--- src/rtl/palette_sched_pkg.sv ---
// Shared types for the palette write scheduler: queued entry layout, FSM states.
// Latency: n/a (types and constants only).
// Backpressure: n/a.
package palette_sched_pkg;

  localparam int PAL_ADDR_W = 11;
  localparam int PAL_DATA_W = 16;

  // Field order gives address = {layer, color, rgb} in the top 11 bits.
  typedef struct packed {
    logic [4:0]            layer;
    logic [4:0]            color;
    logic                  rgb;
    logic [PAL_DATA_W-1:0] data;
  } pal_entry_t;

  typedef enum logic [1:0] {
    IDLE   = 2'd0,
    WAIT   = 2'd1,
    COMMIT = 2'd2,
    DONE   = 2'd3
  } sched_state_t;

  function automatic logic [PAL_ADDR_W-1:0] entry_addr(input pal_entry_t e);
    return {e.layer, e.color, e.rgb};
  endfunction

endpackage

--- src/rtl/palette_write_fifo.sv ---
// Circular queue of palette entries with head read and tail peek/overwrite.
// Latency: push visible at head one cycle after the push edge; count updates on the push/pop edge.
// Backpressure: push ignored when full, pop ignored when empty; caller gates with full/empty.
// Ports: push/push_dat enqueue; pop dequeues head_dat; tail_wr/tail_wr_dat rewrite data of
//        the newest entry (tail_dat peeks it); count/full/empty report occupancy.
module palette_write_fifo
  import palette_sched_pkg::*;
#(
  parameter int DEPTH = 8
) (
  input  logic                   clk,
  input  logic                   rst_n,
  input  logic                   push,
  input  pal_entry_t             push_dat,
  input  logic                   pop,
  output pal_entry_t             head_dat,
  input  logic                   tail_wr,
  input  logic [PAL_DATA_W-1:0]  tail_wr_dat,
  output pal_entry_t             tail_dat,
  output logic [$clog2(DEPTH):0] count,
  output logic                   full,
  output logic                   empty
);

  localparam int AW = $clog2(DEPTH);

  pal_entry_t    mem_q [DEPTH];
  pal_entry_t    mem_d [DEPTH];
  logic [AW:0]   wr_ptr_q, wr_ptr_d;
  logic [AW:0]   rd_ptr_q, rd_ptr_d;
  logic [AW-1:0] wr_idx, rd_idx, tail_idx;

  assign wr_idx   = wr_ptr_q[AW-1:0];
  assign rd_idx   = rd_ptr_q[AW-1:0];
  assign tail_idx = wr_idx - AW'(1);

  // Extra pointer MSB distinguishes full (MSBs differ) from empty (MSBs equal).
  assign count    = wr_ptr_q - rd_ptr_q;
  assign empty    = (wr_ptr_q == rd_ptr_q);
  assign full     = (wr_ptr_q[AW] != rd_ptr_q[AW]) && (wr_idx == rd_idx);
  assign head_dat = mem_q[rd_idx];
  assign tail_dat = mem_q[tail_idx];

  always_comb begin
    mem_d    = mem_q;
    wr_ptr_d = wr_ptr_q;
    rd_ptr_d = rd_ptr_q;
    if (push && !full) begin
      mem_d[wr_idx] = push_dat;
      wr_ptr_d      = wr_ptr_q + (AW+1)'(1);
    end
    if (tail_wr && !empty) begin
      mem_d[tail_idx].data = tail_wr_dat;
    end
    if (pop && !empty) begin
      rd_ptr_d = rd_ptr_q + (AW+1)'(1);
    end
  end

  always_ff @(posedge clk or negedge rst_n) begin
    if (!rst_n) begin
      wr_ptr_q <= '0;
      rd_ptr_q <= '0;
      for (int i = 0; i < DEPTH; i++) mem_q[i] <= '0;
    end else begin
      wr_ptr_q <= wr_ptr_d;
      rd_ptr_q <= rd_ptr_d;
      mem_q    <= mem_d;
    end
  end

endmodule

--- src/rtl/palette_write_scheduler.sv ---
// Queues host palette writes and commits them only in vblank with pipe idle, or on flush.
// Latency: accept at edge A -> WAIT at A+1, first pop at A+2 (palWriteEn high A+2..A+3) if window open.
// Backpressure: hostWriteReady = !full (plus coalescible writes when PALETTE_SCHED_COALESCE_EN).
// Ports: host* request side; vblank/pipeBusy/flushReq open the commit window; pal* registered
//        palette write port; pending = queue occupancy; commitDone pulses when a commit drains.
// Build option: define PALETTE_SCHED_COALESCE_EN to merge writes hitting the tail entry's address.
module palette_write_scheduler
  import palette_sched_pkg::*;
#(
  parameter int DEPTH = 8
) (
  input  logic                   clk_pipe,
  input  logic                   rst,
  input  logic                   hostWriteValid,
  output logic                   hostWriteReady,
  input  logic [4:0]             hostLayer,
  input  logic [4:0]             hostColor,
  input  logic                   hostRGB,
  input  logic [15:0]            hostWriteData,
  input  logic                   vblank,
  input  logic                   pipeBusy,
  input  logic                   flushReq,
  output logic                   palWriteEn,
  output logic [4:0]             palLayer,
  output logic [4:0]             palColor,
  output logic                   palRGB,
  output logic [15:0]            palWriteData,
  output logic [$clog2(DEPTH):0] pending,
  output logic                   commitDone
);

  localparam int CW = $clog2(DEPTH) + 1;

  pal_entry_t   host_ent, head_ent, tail_ent;
  logic         fifo_full, fifo_empty;
  logic [CW-1:0] fifo_cnt, cnt_next;
  logic         window, pop, push, accept, coalesce_hit, tail_wr;
  sched_state_t state_q, state_d;
  logic         flush_latched_q, flush_latched_d;
  logic         pal_we_q, pal_we_d;
  pal_entry_t   pal_q, pal_d;

  assign host_ent = {hostLayer, hostColor, hostRGB, hostWriteData};
  assign window   = (vblank && !pipeBusy) || flush_latched_q;

`ifdef PALETTE_SCHED_COALESCE_EN
  // Merging into an entry that leaves the queue on this same edge would lose the write.
  assign coalesce_hit   = !fifo_empty
                          && (entry_addr(tail_ent) == entry_addr(host_ent))
                          && !(pop && (fifo_cnt == CW'(1)));
  assign hostWriteReady = !fifo_full || coalesce_hit;
`else
  logic [$bits(pal_entry_t)-1:0] unused_tail;
  assign unused_tail    = tail_ent;
  assign coalesce_hit   = 1'b0;
  assign hostWriteReady = !fifo_full;
`endif

  assign accept   = hostWriteValid && hostWriteReady;
  assign push     = accept && !coalesce_hit;
  assign tail_wr  = accept && coalesce_hit;
  assign cnt_next = fifo_cnt + CW'(push) - CW'(pop);

  palette_write_fifo #(.DEPTH(DEPTH)) u_fifo (
    .clk        (clk_pipe),
    .rst_n      (rst),
    .push       (push),
    .push_dat   (host_ent),
    .pop        (pop),
    .head_dat   (head_ent),
    .tail_wr    (tail_wr),
    .tail_wr_dat(hostWriteData),
    .tail_dat   (tail_ent),
    .count      (fifo_cnt),
    .full       (fifo_full),
    .empty      (fifo_empty)
  );

  // FSM: state register.
  always_ff @(posedge clk_pipe or negedge rst) begin
    if (!rst) state_q <= IDLE;
    else      state_q <= state_d;
  end

  // FSM: next state.
  always_comb begin
    state_d = state_q;
    unique case (state_q)
      IDLE: begin
        // A flush with nothing queued completes straight away.
        if ((flushReq || flush_latched_q) && fifo_empty && !push) state_d = DONE;
        else if (!fifo_empty || flush_latched_q)                  state_d = WAIT;
      end
      WAIT: begin
        if (window) state_d = COMMIT;
      end
      COMMIT: begin
        if (cnt_next == '0) state_d = DONE;
        else if (!window)   state_d = WAIT;
      end
      DONE: begin
        state_d = IDLE;
      end
      default: state_d = IDLE;
    endcase
  end

  // FSM: outputs. The WAIT->COMMIT edge already pops, giving the A+2 first write.
  always_comb begin
    pop        = 1'b0;
    commitDone = 1'b0;
    if ((state_q == WAIT || state_q == COMMIT) && window && !fifo_empty) pop = 1'b1;
    if (state_q == DONE) commitDone = 1'b1;
  end

  // A flush pulse arriving during DONE starts a fresh flush rather than being lost.
  always_comb begin
    flush_latched_d = flush_latched_q;
    if (flushReq)              flush_latched_d = 1'b1;
    else if (state_q == DONE)  flush_latched_d = 1'b0;
  end

  always_comb begin
    pal_we_d = pop;
    pal_d    = pop ? head_ent : pal_q;
  end

  always_ff @(posedge clk_pipe or negedge rst) begin
    if (!rst) begin
      flush_latched_q <= 1'b0;
      pal_we_q        <= 1'b0;
      pal_q           <= '0;
    end else begin
      flush_latched_q <= flush_latched_d;
      pal_we_q        <= pal_we_d;
      pal_q           <= pal_d;
    end
  end

  assign palWriteEn   = pal_we_q;
  assign palLayer     = pal_q.layer;
  assign palColor     = pal_q.color;
  assign palRGB       = pal_q.rgb;
  assign palWriteData = pal_q.data;
  assign pending      = fifo_cnt;

endmodule

--- config.mk ---
export PLATFORM = sky130hd
export DESIGN_NAME = palette_write_scheduler
export DESIGN_NICKNAME = d
export VERILOG_FILES = /design/src/rtl/palette_sched_pkg.sv /design/src/rtl/palette_write_fifo.sv /design/src/rtl/palette_write_scheduler.sv
export SDC_FILE = /design/constraint.sdc
export NUM_CORES = 1
export LEC_CHECK = 0
export BUFFER_PORTS_ARGS = -buffer_cell sky130_fd_sc_hd__buf_2
export CORE_ASPECT_RATIO = 1.1
export CORE_MARGIN = 2
export CORE_UTILIZATION = 59
export CTS_BUF_LIST = sky130_fd_sc_hd__clkbuf_4
export DETAILED_ROUTE_END_ITERATION = 6
export PLACE_DENSITY = 0.88
export RECOVER_POWER = 50
export SLEW_MARGIN = 25
export SYNTH_ARGS = -nofsm -noshare
export SYNTH_HDL_FRONTEND = slang
export SYNTH_SLANG_ARGS = --single-unit
--- constraint.sdc ---
create_clock -name clk_pipe -period 4.75 [get_ports clk_pipe]
set_input_delay 0.2375 -clock clk_pipe [delete_from_list [all_inputs] [get_ports clk_pipe]]
set_output_delay 0.2375 -clock clk_pipe [all_outputs]
set_load 0.01 [all_outputs]
==> run metrics, run 1 <==
dpl hpwl=13200 µm; Compound-Gate Fraction of Synth Area=2.11%; die span in x=137 µm; Clk network pwr share=16.4%; syn avg cell area=15.0 µm²; CP Buf/Inv Count=2; Pins Over Slew Limit=120; Crit. End Element=flip-flop; post-synth net total=813; Final Wtd Congestion=0.789; warnings from Yosys=0; Power Density=766 nW/µm²; wire length per cell=20.1 µm; fin crit share=80.4%; global-route wire length before repair=38500 µm; Worst Hold Class=in -> async; Switch Pwr=3430 µW; DRC Markers=0; Final Hold Viols=0; Largest stage delay, worst path=0.64 ns; CTS Root Cell=clkbuf_4; setup violators final=0; DRT antenna net count=0; fin nets=937; DIE AREA=20600 µm²; slowest cell on the critical path=dfrtp_4; clk buf depth=3; most common cell after layout, fill and taps aside=dfrtp_1; CP Launch Type=flip-flop; post-synthesis adder-cell area fraction=1.87%; XOR/XNOR Fraction of Synth Area=0.980%; min cycle time layout=3.82 ns; status=finished, violations left; # Max-Cap Violations=1; clk_lat worst skew=0.66 ns; Worst-path clk slew=0.07 ns; Clock Sinks=255; Final Skew=0.0210 ns; Post-CTS Setup Bufs=0; Rel. slew slack=-91.0%; Net Sw Frac=34.5%; GRT overflow=0; fraction of registers with async set/reset=100%; most used cell, CP=ha_1; mux cell area share after synthesis=32.6%; Initial Util=60.2%; most frequent cells in the layout=dfrtp_1 (253), mux2_2 (194), clkbuf_4 (88), nand2_1 (62), mux4_2 (54); Post-Syn Area=11500 µm²; Via Count=6859; Filler Cell Count=1293; Power Internal=6510 µW; RR Startpoint=u_fifo.rd_ptr_q[0]$_DFFE_PN0P_; Area Growth Syn to Fin=12.9%; drt total wl=23600 µm; die height=150 µm; H-tree Lvls=2; Pleak=0.00575 µW; Synth Flop Type=dfrtp_1; I/O Buffers=66; largest family of logic cells by synthesized area=multiplexers; RSZ-0062 raised after global routing=no; worst setup path start=u_fifo.rd_ptr_q[0]$_DFFE_PN0P_; core area=19100 µm²; Max IR drop VDD=0.000728 V; design area=13000 µm²; Comb pwr share=43.8%; sequential share of the synthesized area=55.5%; final setup TNS=0 ns; I/O Pins=67; Cell variety after synth=44; Seq pwr share=39.8%; worst path required time=5.34 ns; Simple-Gate Fraction of Synth Area=4.29%; Cells after Synth=764; crit path DAT=4.41 ns; global-route usage over all layers=24.4%; Num CTS Buffers=59; Seq cells post-synth=255; Largest delay share family, worst path=adder cells; critical-path cell list=ha_1 > nand3_1 > nand2b_2 > and2_1 > inv_4 > ha_1 > inv_1 > ha_1 > fa_1 > xor2_1 > or4b_2 > o211ai_1 > mux2_2; dpl cell area=12000 µm²; via/cell ratio=5.86; drt pass-1 iters=6; drt first-iter violations=388; share of layout cells above drive strength 1=45.7%; vias in the first global route=7421; f_max=0.262 GHz; largest net degree at the start of global routing=138; CTS tree=built; actual slew at the worst max-slew pin=2.86 ns; Site Rows=53; critical path class=reg -> reg; failing checks=max-capacitance violations, max-slew violations; critical path peak fanout=19; initial antenna violation count=1; Post-synth EDFFs=0
==> synth_stat cells (2+ instances only) <==
cell	count	share of area [%]
nor2_1	31	1.0
a21o_1	2	0.13
nand3_1	2	0.087
mux2_2	194	19
clkbuf_1	17	0.56
inv_1	12	0.39
a31oi_1	27	1.5
o21ai_0	4	0.17
buf_2	17	0.74
mux2_4	20	2.6
xor2_1	2	0.15
buf_4	2	0.13
nor3b_1	2	0.13
ha_1	14	1.5
nand4_2	2	0.22
fa_1	2	0.35
nand2_1	62	2.0
xnor2_1	9	0.69
dfrtp_1	255	56
mux4_2	54	11
buf_6	7	0.69
a21oi_1	3	0.13
mux2_1	3	0.29
==> worst reg2reg max path, stage by stage, from the launching register on <==
cell and delay, ns:
dfrtp_4 0.64, ha_1 0.38, nand3_1 0.10, nand2b_2 0.12, and2_1 0.40, inv_4 0.09, ha_1 0.28, inv_1 0.04
ha_1 0.20, fa_1 0.39, xor2_1 0.18, or4b_2 0.60, o211ai_1 0.17, mux2_2 0.17
==> metal layers <==
layer	vias up	wire length [µm]	track usage [%]
li1	3056	-	-
met1	3592	9980	32.4
met2	166	11800	39.9
met3	45	1280	4.88
met4	0	573	9.79
met5	-	0	0
==> final timing paths <==
| check | end | slack [ns] | cells past startpoint |
|---|---|---|---|
| setup reg to reg | state_q[1]$_DFFE_PN0P_ | 0.93 | 13 |
| hold / removal | u_fifo.mem_q[98]$_DFFE_PN0P_ | 0.16 | 2 |
| setup / recovery | state_q[1]$_DFFE_PN0P_ | 0.93 | 13 |
| max in group asynchronous | u_fifo.mem_q[67]$_DFFE_PN0P_ | 1.10 | 4 |
| min in group clk_pipe | u_fifo.wr_ptr_q[1]$_DFFE_PN0P_ | 0.20 | 4 |
| hold reg to reg | u_fifo.mem_q[73]$_DFFE_PN0P_ | 0.49 | 1 |
==> kinds of logic (layout without fill, tap and decap cells) <==
family	Yosys count	after routing
AOI/OAI and AO/OA	39	39
xor gates and xnor gates	12	12
adders and majority gates	16	16
buffers and inverters	59	218
DFF	255	255
muxes	272	272
other	0	1
and+or+nand+nor	111	111
==> sequential cells by signal, indices dropped and copies added (netlist names) <==
signal,flops
u_fifo.rd_ptr_q,4
flush_latched_q,1
u_fifo.mem_q,216
palWriteEn,1
palWriteData,16
palRGB,1
state_q,2
palLayer,5
palColor,5
u_fifo.wr_ptr_q,4
==> layout make-up <==
cell class	instances	area [µm²]	share of cell area [%]
sequential	255	6390	49.2
clock buffer	88	661	5.09
timing repair buffer	107	716	5.51
antenna	1	2.50	0.0193
inverter	15	58.8	0.453
tap	247	309	2.38
multi-input combinational	450	4820	37.1
clock inverter	8	31.3	0.241
==> power groups by stage <==
stage / Sequential (µW) / Clock [µW] / Combinational [µW]
finish: 3960 / 1630 / 4360
global route: 4080 / 1780 / 4800
CTS: 3940 / 1670 / 4430
detailed placement: 3970 / 0 / 4380
global placement: 3900 / 0 / 4220
floorplan: 3770 / 0 / 3470
==> metrics by stage <==
stage	power, µW	setup WS (ns)	hold slack [ns]	utilization (%)	cells
after floorplan	7240	0.451	-0.0581	-	764
after global placement	8120	1.05	0.442	62.9	1044
after detailed placement	8360	0.940	0.445	62.9	1044
after CTS	10000	0.919	0.146	68.1	1169
after global routing	10700	0.428	0.145	68.0	1171
final	9950	0.930	0.157	68.0	1171
==> what timing repair did <==
item	CTS	global route
hold endpoints to repair	353	0
resized for setup	0	0
setup endpoints to repair	0	0
hold buffers	29	0
Note: power is estimated with default switching activity, not from simulation.
==> run 2: changes to the inputs <==
- clock period: 4.75 -> 4 ns (I/O delays scaled with it)
==> run 2 against run 1 <==
Net effect: the run still ends with max-capacitance violations, max-slew violations left; non-clock buffer count rose by 6; clock-buffer cell count fell by 4; sequential share of layout area fell by 0.11 points; maximum frequency rose by 5.6%; cell count rose by 0.60%; first-iteration DRC count rose by 0.52%; critical path type unchanged; largest cell class unchanged.
==> run metrics, run 2 (synthesis results as in run 1) <==
status=finished, violations left; failing checks=max-capacitance violations, max-slew violations; min cycle time layout=3.62 ns; global-route usage over all layers=24.0%; fin cells=1178; fin nets=944; Rel. slew slack=-84.3%; critical path peak fanout=6; HP Start=hostWriteValid; DRT antenna net count=0; clk buf depth=3; I/O Pins=67; crit path DAT=4.22 ns; die span in x=137 µm; DIE AREA=20600 µm²; Largest stage delay, worst path=0.60 ns; drt total wl=23400 µm; setup violators final=0; final setup TNS=0 ns; core area=19100 µm²; Worst Hold Class=in -> reg; H-tree Lvls=2; CTS tree=built; Clock Sinks=255; dpl cells=1051; Via Count=6912; clk_lat worst skew=0.68 ns; I/O Buffers=66; via/cell ratio=5.87; Initial Util=60.2%; RSZ-0062 raised after global routing=no; Final Wtd Congestion=0.805; global-route wire length before repair=38200 µm; Crit. End Element=flip-flop; initial antenna violation count=1; critical path class=reg -> reg; most common cell after layout, fill and taps aside=dfrtp_1; CTS Root Cell=clkbuf_4; fin crit share=90.5%; share of layout cells above drive strength 1=46.3%; worst path required time=4.60 ns; f_max=0.276 GHz; Power Density=908 nW/µm²; CP Launch Type=flip-flop; Comb pwr share=44.5%; max FFs per register=216; most frequent cells in the layout=dfrtp_1 (253), mux2_2 (194), clkbuf_4 (84), nand2_1 (62), mux4_2 (54); RR Startpoint=u_fifo.wr_ptr_q[0]$_DFFE_PN0P_; die height=150 µm; # Max-Cap Violations=1; Final Hold Viols=0; Site Rows=53; critical-path cell list=clkinv_1 > ha_1 > nand3_1 > nor2_1 > nor3b_4 > ha_1 > inv_1 > ha_1 > fa_1 > nor2_1 > or4b_2 > o211ai_1 > mux2_2; slowest cell on the critical path=or4b_2; vias in the first global route=7488; Top reg by flops=u_fifo.mem_q; Clk network pwr share=16.3%; GRT overflow=0; Pleak=0.00578 µW; Num CTS Buffers=60; actual slew at the worst max-slew pin=2.76 ns; DRC Markers=0; Largest delay share family, worst path=adder cells; wire length per cell=19.8 µm; largest net degree at the start of global routing=114; most used cell, CP=ha_1; drt pass-1 iters=4; # resized after CTS=0; worst setup path start=u_fifo.wr_ptr_q[0]$_DFFE_PN0P_; dpl hpwl=13400 µm; drt first-iter violations=390; Post-Route Utilization=68.1%; Max IR drop VDD=0.00101 V; Seq pwr share=39.2%; CP Buf/Inv Count=2; Final Skew=0.0221 ns; Worst-path clk slew=0.07 ns; Area Growth Syn to Fin=13.2%; Switch Pwr=4090 µW; Net Sw Frac=34.6%; Power Internal=7730 µW; Pins Over Slew Limit=113
## run 2: power by group through the flow
stage | clock network [µW] | logic (µW) | registers [µW]
4_1_cts | 1970 | 5340 | 4610
2_1_floorplan | 0 | 4130 | 4470
3_3_place_gp | 0 | 5080 | 4560
6_report | 1920 | 5260 | 4630
5_1_grt | 2110 | 5730 | 4770
3_5_place_dp | 0 | 5300 | 4640
## run 2: final timing paths
kind                                                  end  slack [ns]  cells after the start
max in group asynchronous   u_fifo.mem_q[195]$_DFFE_PN0P_        0.83                      3
min reg2reg                  u_fifo.mem_q[67]$_DFFE_PN0P_        0.50                      1
min                        u_fifo.wr_ptr_q[1]$_DFFE_PN0P_        0.06                      5
max reg2reg                        state_q[1]$_DFFE_PN0P_        0.38                     13
min in group asynchronous    u_fifo.mem_q[47]$_DFFE_PN0P_        0.93                      2
max                                state_q[1]$_DFFE_PN0P_        0.38                     13
## run 2: worst min-delay path, delay by kind of cell
kind | cells | cell delay (ns)
buffers and inverters | 2 | 0.15
and+or+nand+nor | 3 | 0.32
## run 2: area by class of cell
class,instances,area [µm²]
inverter,15,58.8
sequential,255,6390
fill,1293,6090
clock inverter,13,55.1
clock buffer,84,631
timing repair buffer,113,751
multi-input combinational,450,4820
antenna,1,2.50
tap,247,309
## run 2: repair_timing
action                                 in CTS  in global routing
setup buffers                               0                  0
hold buffers                               29                  0
endpoints found under the hold margin     328                  0
## run 2: metrics by stage
| stage | cell area, µm² | total power, µW | hold WS, ns | setup slack, ns |
|---|---|---|---|---|
| 6_report | 13000 | 11800 | 0.0571 | 0.382 |
| 5_1_grt | 13000 | 12600 | 0.0752 | 0.151 |
| 4_1_cts | 13100 | 11900 | 0.0201 | 0.420 |
| 3_5_place_dp | 12100 | 9940 | 0.320 | 0.424 |
| 3_3_place_gp | 12100 | 9650 | 0.317 | 0.568 |
| 2_1_floorplan | 11500 | 8600 | -0.0956 | 0.0801 |
## run 2: per-layer routing
metal  global-route usage (%)  routed length [µm]  vias to the layer above
li1                         -                   -                     3075
met1                     31.3                9750                     3616
met2                     39.9               11900                      177
met3                     5.25                1240                       44
met4                     8.71                 499                        0
met5                        0                   0                        -
